===== config.mk =====
export PLATFORM = sky130hd
export DESIGN_NAME = if_stage_flat
export DESIGN_NICKNAME = d
export VERILOG_FILES = /design/src/rtl/mips_pkg.sv /design/src/rtl/if_stage_if.sv /design/src/rtl/if_stage_pc_reg.sv /design/src/rtl/if_stage.sv /design/src/flat_wrapper.sv
export SDC_FILE = /design/constraint.sdc
export NUM_CORES = 1
export LEC_CHECK = 0
export BUFFER_PORTS_ARGS = -buffer_cell sky130_fd_sc_hd__buf_2
export CORE_ASPECT_RATIO = 1.4
export CORE_MARGIN = 2
export CORE_UTILIZATION = 49
export CTS_BUF_LIST = sky130_fd_sc_hd__clkbuf_16
export DETAILED_ROUTE_END_ITERATION = 16
export PLACE_DENSITY = 0.77
export SKIP_CTS_REPAIR_TIMING = 1
export SLEW_MARGIN = 0
export SYNTH_ARGS = -nofsm -noshare
export SYNTH_HDL_FRONTEND = slang
export SYNTH_HIERARCHICAL = 1
export SYNTH_SLANG_ARGS = --single-unit

===== constraint.sdc =====
create_clock -name clk -period 3.64 [get_ports clk]
set_input_delay 0.546 -clock clk [delete_from_list [all_inputs] [get_ports clk]]
set_output_delay 0.546 -clock clk [all_outputs]
set_load 0.01 [all_outputs]

===== src/rtl/mips_pkg.sv =====
// mips_pkg: shared constants and the IF/ID register layout for the MIPS pipeline
package mips_pkg;
  localparam logic [31:0] DEF_RESET_PC = 32'h0000_3000;
  localparam int DEF_IM_WORDS = 4096;
  localparam logic [31:0] NOP_INSTR = 32'h0;
  typedef struct packed {
    logic [31:0] instr;
    logic [31:0] pc;
    logic [31:0] pc8;
    logic valid;
    logic adel;
  } ifid_t;
endpackage


===== src/rtl/if_stage_if.sv =====
// if_stage_if: hazard/decode controls, instruction-memory bus and IF/ID outputs of the fetch stage
interface if_stage_if;
  logic stall;
  logic redirect;
  logic [31:0] redirect_pc;
  logic [31:0] i_inst_addr;
  logic [31:0] i_inst_rdata;
  logic [31:0] d_instr;
  logic [31:0] d_pc;
  logic [31:0] d_pc8;
  logic d_valid;
  logic d_adel;
  logic [31:0] fetch_count;
  modport master (
    input stall, redirect, redirect_pc, i_inst_rdata,
    output i_inst_addr, d_instr, d_pc, d_pc8, d_valid, d_adel, fetch_count
  );
  modport slave (
    output stall, redirect, redirect_pc, i_inst_rdata,
    input i_inst_addr, d_instr, d_pc, d_pc8, d_valid, d_adel, fetch_count
  );
endinterface


===== src/rtl/if_stage_pc_reg.sv =====
// pc_reg: program counter with stall/redirect next-PC mux and fetch-address error check
module pc_reg
  import mips_pkg::*;
#(
  parameter logic [31:0] RESET_PC = DEF_RESET_PC,
  parameter int IM_WORDS = DEF_IM_WORDS
) (
  input logic clk,
  input logic reset,
  input logic stall,
  input logic redirect,
  input logic [31:0] redirect_pc,
  output logic [31:0] pc,
  output logic adel
);
  // 33-bit bound so a memory ending at the top of the address space cannot overflow
  localparam logic [32:0] LAST = {1'b0, RESET_PC} + 33'(IM_WORDS) * 33'd4 - 33'd4;
  always_ff @(posedge clk)
    pc <= reset ? RESET_PC : stall ? pc : redirect ? redirect_pc : pc + 32'd4;
  assign adel = (pc[1:0] != 2'b00) || (pc < RESET_PC) || ({1'b0, pc} > LAST);
endmodule


===== src/rtl/if_stage.sv =====
// if_stage: MIPS instruction fetch with PC, IF/ID register and retired-fetch counter
module if_stage
  import mips_pkg::*;
#(
  parameter logic [31:0] RESET_PC = DEF_RESET_PC,
  parameter int IM_WORDS = DEF_IM_WORDS
) (
  input logic clk,
  input logic reset,
  if_stage_if.master bus
);
  logic [31:0] pc;
  logic adel;
  ifid_t ifid;
  logic [31:0] count;
  pc_reg #(.RESET_PC(RESET_PC), .IM_WORDS(IM_WORDS)) u_pc (
    .clk(clk),
    .reset(reset),
    .stall(bus.stall),
    .redirect(bus.redirect),
    .redirect_pc(bus.redirect_pc),
    .pc(pc),
    .adel(adel)
  );
  always_ff @(posedge clk) begin
    if (reset) begin
      ifid <= '0;
      count <= '0;
    end else if (!bus.stall) begin
      ifid <= '{instr: adel ? NOP_INSTR : bus.i_inst_rdata, pc: pc, pc8: pc + 32'd8, valid: 1'b1, adel: adel};
      count <= adel ? count : count + 32'd1;
    end
  end
  assign bus.i_inst_addr = pc;
  assign bus.d_instr = ifid.instr;
  assign bus.d_pc = ifid.pc;
  assign bus.d_pc8 = ifid.pc8;
  assign bus.d_valid = ifid.valid;
  assign bus.d_adel = ifid.adel;
  assign bus.fetch_count = count;
endmodule


===== src/flat_wrapper.sv =====
// flat-port wrapper written by rule: the top's interface ports become plain ports
module if_stage_flat import mips_pkg::*;
#(
  parameter logic [31:0] RESET_PC = DEF_RESET_PC,
  parameter int IM_WORDS = DEF_IM_WORDS
)
  (clk, reset, bus_stall, bus_redirect, bus_redirect_pc, bus_i_inst_rdata, bus_i_inst_addr, bus_d_instr, bus_d_pc, bus_d_pc8, bus_d_valid, bus_d_adel, bus_fetch_count);
  if_stage_if bus_i ();
  input logic clk;
  input logic reset;
  input wire logic [$bits(bus_i.stall)-1:0] bus_stall;
  input wire logic [$bits(bus_i.redirect)-1:0] bus_redirect;
  input wire logic [$bits(bus_i.redirect_pc)-1:0] bus_redirect_pc;
  input wire logic [$bits(bus_i.i_inst_rdata)-1:0] bus_i_inst_rdata;
  output wire logic [$bits(bus_i.i_inst_addr)-1:0] bus_i_inst_addr;
  output wire logic [$bits(bus_i.d_instr)-1:0] bus_d_instr;
  output wire logic [$bits(bus_i.d_pc)-1:0] bus_d_pc;
  output wire logic [$bits(bus_i.d_pc8)-1:0] bus_d_pc8;
  output wire logic [$bits(bus_i.d_valid)-1:0] bus_d_valid;
  output wire logic [$bits(bus_i.d_adel)-1:0] bus_d_adel;
  output wire logic [$bits(bus_i.fetch_count)-1:0] bus_fetch_count;
  assign bus_i.stall = bus_stall;
  assign bus_i.redirect = bus_redirect;
  assign bus_i.redirect_pc = bus_redirect_pc;
  assign bus_i.i_inst_rdata = bus_i_inst_rdata;
  assign bus_i_inst_addr = bus_i.i_inst_addr;
  assign bus_d_instr = bus_i.d_instr;
  assign bus_d_pc = bus_i.d_pc;
  assign bus_d_pc8 = bus_i.d_pc8;
  assign bus_d_valid = bus_i.d_valid;
  assign bus_d_adel = bus_i.d_adel;
  assign bus_fetch_count = bus_i.fetch_count;
  if_stage #(.RESET_PC(RESET_PC), .IM_WORDS(IM_WORDS)) u_core (.clk(clk), .reset(reset), .bus(bus_i));
endmodule

==> results.sh <==
export IMPL_status="finished clean"
export IMPL_finalHoldViolCount=0
export IMPL_worst_pin_slew_ns=0.9056
export IMPL_p_clk_frac=0.434
export IMPL_p_leak_nw=3.944
export IMPL_die_h_um=149.4
export IMPL_drt_total_wl_mm=21.66
export IMPL_synth_yosys_seq_area_share=0.4304
export IMPL_cp_arrival_ns=3.48
export IMPL_grt_usage=0.2604
export IMPL_netlist_area_um2=7396
export IMPL_cts_root_buf="clkbuf_16"
export IMPL_reg2reg_from="u_core/u_pc/pc[30]$_SDFFE_PP0N_"
export IMPL_netSwitchingPower_w=0.001009
export IMPL_hold_path_endpoint="u_core/bus.d_instr[6]$_SDFFE_PP0N_"
export IMPL_power_density_nw_per_um2=436.6
export IMPL_place_gp_congestion=0.9131
export IMPL_timing_fmax_ghz=0.3149
export IMPL_crit_type="reg -> reg"
export IMPL_drt_iter0_drc=656
export IMPL_start_util=0.4957
export IMPL_cts_sinks=159
export IMPL_insertedDiodeCount=0
export IMPL_synthArstFlopShare=0
export IMPL_yosys_register_bits=159
export IMPL_fillers=1355
export IMPL_fin_area_um2=9268
export IMPL_drv_cap=0
export IMPL_grt_setup_unrepaired="false"
export IMPL_synthCells=880
export IMPL_min_path_cells=3
export IMPL_p_int_w=0.003037
export IMPL_placed_area_um2=8688
export IMPL_yosys_cell_types_count=62
export IMPL_vias=7528
export IMPL_synth_fp_nets=951
export IMPL_die_area_um2=16110
export IMPL_grt_pass1_vias=6674
export IMPL_fin_crit_sh=0.8724
export IMPL_gr_total_overflow=0
export IMPL_cts_clk_slew_worst_paths_ns=0.06
export IMPL_syn_avg_cell_area_um2=8.404
export IMPL_ff2ff_setup_slack_ns=0.46
export IMPL_p_total_w=0.004046
export IMPL_dieWidth_um=107.8
export IMPL_core_area_um2=14920
export IMPL_hp_class="in -> reg"
export IMPL_swShare=0.2494
export IMPL_drive_gt1_frac=0.2714
export IMPL_grt_first_pass_wirelength_mm=33.66
export IMPL_drc=0
export IMPL_min_period_ns=3.176
export IMPL_start_kind="flip-flop"
export IMPL_crit_path_end_kind="flip-flop"
export IMPL_drtAntennaViolNets=0
export IMPL_maxSlewViolCount=0
export IMPL_rows=53
export IMPL_reg2reg_depth=8
export IMPL_port_buffers=229
export IMPL_max_slew_margin=0.3956
export IMPL_synth_main_ff_cell="dfxtp_1"
export IMPL_critPathMaxFanout=10
export IMPL_wl_per_cell_um=16.79
export IMPL_rr_endpoint="u_core/bus.fetch_count[31]$_SDFFE_PP0P_"
export IMPL_cts_buffer_depth=2
export IMPL_ys_warn_count=6
export IMPL_synth_edff_count=0
export IMPL_finalSetupTns_ns=0
export IMPL_pwr_share_seq=0.461
export IMPL_min_delay_start="bus_i_inst_rdata[6]"
export IMPL_comb_power_share=0.105
export IMPL_cts_htree_levels=4
export IMPL_max_vdd_ir_drop_mv=0.2143
export IMPL_io_pins=230
export IMPL_antenna_found_initial=0
export IMPL_layout_nets=1156
export IMPL_cp_required_ns=3.95
export IMPL_setup_viol=0
export IMPL_area_growth_synth_to_final_pct=25.31
export IMPL_cts_tree="built"
export IMPL_dpl_hpwl_mm=14.96
export IMPL_cts_buffers=17
export IMPL_finClkSkew_ns=0.01022
export IMPL_grt_max_degree=101
export IMPL_vias_per_cell=5.836
export IMPL_clock_latency_ns=0.42
export IMPL_first_pass_iters=6
[critical path, stage by stage (launching register included)]
cell and delay (ns):
dfxtp_1 0.40, nor4_1 0.24, nand2_1 0.13, nor4_1 0.19
nand4_1 0.29, or3b_1 0.55, or4_1 0.67, nor4_1 0.23
mux2_2 0.36
[cell type report]
| cell class | instances | area (µm²) | share of cell area |
|---|---|---|---|
| multi-input combinational | 635 | 3857 | 0.4162 |
| tap | 192 | 240.2 | 0.02592 |
| clock buffer | 17 | 425.4 | 0.04590 |
| inverter | 21 | 78.83 | 0.008505 |
| timing repair buffer | 251 | 1329 | 0.1434 |
| clock inverter | 15 | 153.9 | 0.01661 |
| sequential | 159 | 3183 | 0.3435 |
[layout by cell type, fill, tap and decap left out, drive strengths merged, types with 20 or more instances in the layout]
master	instances
or4	20
nor4	22
nor2	145
nand4	20
nand2	55
o21ai	25
a22oi	46
mux2i	36
dfxtp	159
inv	22
buf	251
a21oi	56
nand3	40
[power by group through the flow]
stage          logic (W)  registers [W]  clock network [W]
4_1_cts         0.000425        0.00186            0.00179
2_1_floorplan   0.000213        0.00193                  0
3_5_place_dp    0.000424        0.00190                  0
3_3_place_gp    0.000420        0.00190                  0
6_report        0.000426        0.00186            0.00176
5_1_grt         0.000467        0.00187            0.00186
[per-stage QoR]
step	worst slack (ns)	cells	hold slack [ns]	utilization
4_1_cts	0.4691	1290	0.3417	0.6211
2_1_floorplan	0.7484	880	0.4740	-
5_1_grt	0.2654	1290	0.3548	0.6211
6_report	0.4644	1290	0.3600	0.6211
3_3_place_gp	0.5841	1258	0.4338	0.5823
3_5_place_dp	0.4809	1258	0.4509	0.5823
[cell usage after synthesis, drive strengths merged (3+ instances only)]
cell     count  area, µm²
a311oi       8      70.07
a22oi       46      345.3
nand4       20      125.1
ha           3      37.54
a31oi        5      31.28
nor2b       10      62.56
and4        11      96.34
nand2       55      209.0
nand3       40      222.7
a2111oi      5      43.79
clkbuf      51      192.7
a211oi      10      75.07
nor4        22      167.7
or2          3      18.77
nor2       145      544.3
or3         13      81.33
inv         20      75.07
o31ai       15      112.6
o21ai       25      125.1
and3         6      37.54
xnor2       12      105.1
a21oi       56      280.3
nor3b        3      27.52
mux2i       36      360.4
o41ai        3      26.28
xor2        11      96.34
o22ai        7      43.79
nor3        17      96.35
buf         14      86.33
mux2         4      45.04
dfxtp      159       3183
or4         20      153.9
[per-layer routing]
metal,GRT usage,vias to the layer above,part of all wire
met4,0.1256,0,0.031
met1,0.3247,3496,0.40
met2,0.4299,336,0.50
li1,-,3641,-
met5,0,-,0
met3,0.04893,55,0.067
[how the worst max path moves through the flow]
stage,slack [ns],endpoint,depth (start not counted),start
global placement,0.58,u_core/bus.fetch_count[31]$_SDFFE_PP0P_,8,u_core/u_pc/pc[27]$_SDFFE_PP0N_
floorplan,0.75,u_core/bus.fetch_count[31]$_SDFFE_PP0P_,10,u_core/u_pc/pc[27]$_SDFFE_PP0N_
detailed placement,0.48,u_core/bus.fetch_count[31]$_SDFFE_PP0P_,8,u_core/u_pc/pc[30]$_SDFFE_PP0N_
finish,0.46,u_core/bus.fetch_count[31]$_SDFFE_PP0P_,8,u_core/u_pc/pc[30]$_SDFFE_PP0N_
global route,0.27,u_core/bus.fetch_count[31]$_SDFFE_PP0P_,8,u_core/u_pc/pc[30]$_SDFFE_PP0N_
CTS,0.47,u_core/bus.fetch_count[31]$_SDFFE_PP0P_,8,u_core/u_pc/pc[30]$_SDFFE_PP0N_
[logic make-up (layout without fill, tap and decap cells)]
kind of cell	count (synthesis)	count (layout)	synth area share
AO/OA/AOI/OAI	200	200	0.1803
XOR/XNOR	23	23	0.02724
adder cells (fa/ha/maj)	3	3	0.005076
buffers and inverters	86	304	0.04838
flip-flops	159	159	0.4304
multiplexers	40	40	0.05481
AND/OR/NAND/NOR	369	369	0.2538
No activity file was read; power rests on OpenSTA's default activity.
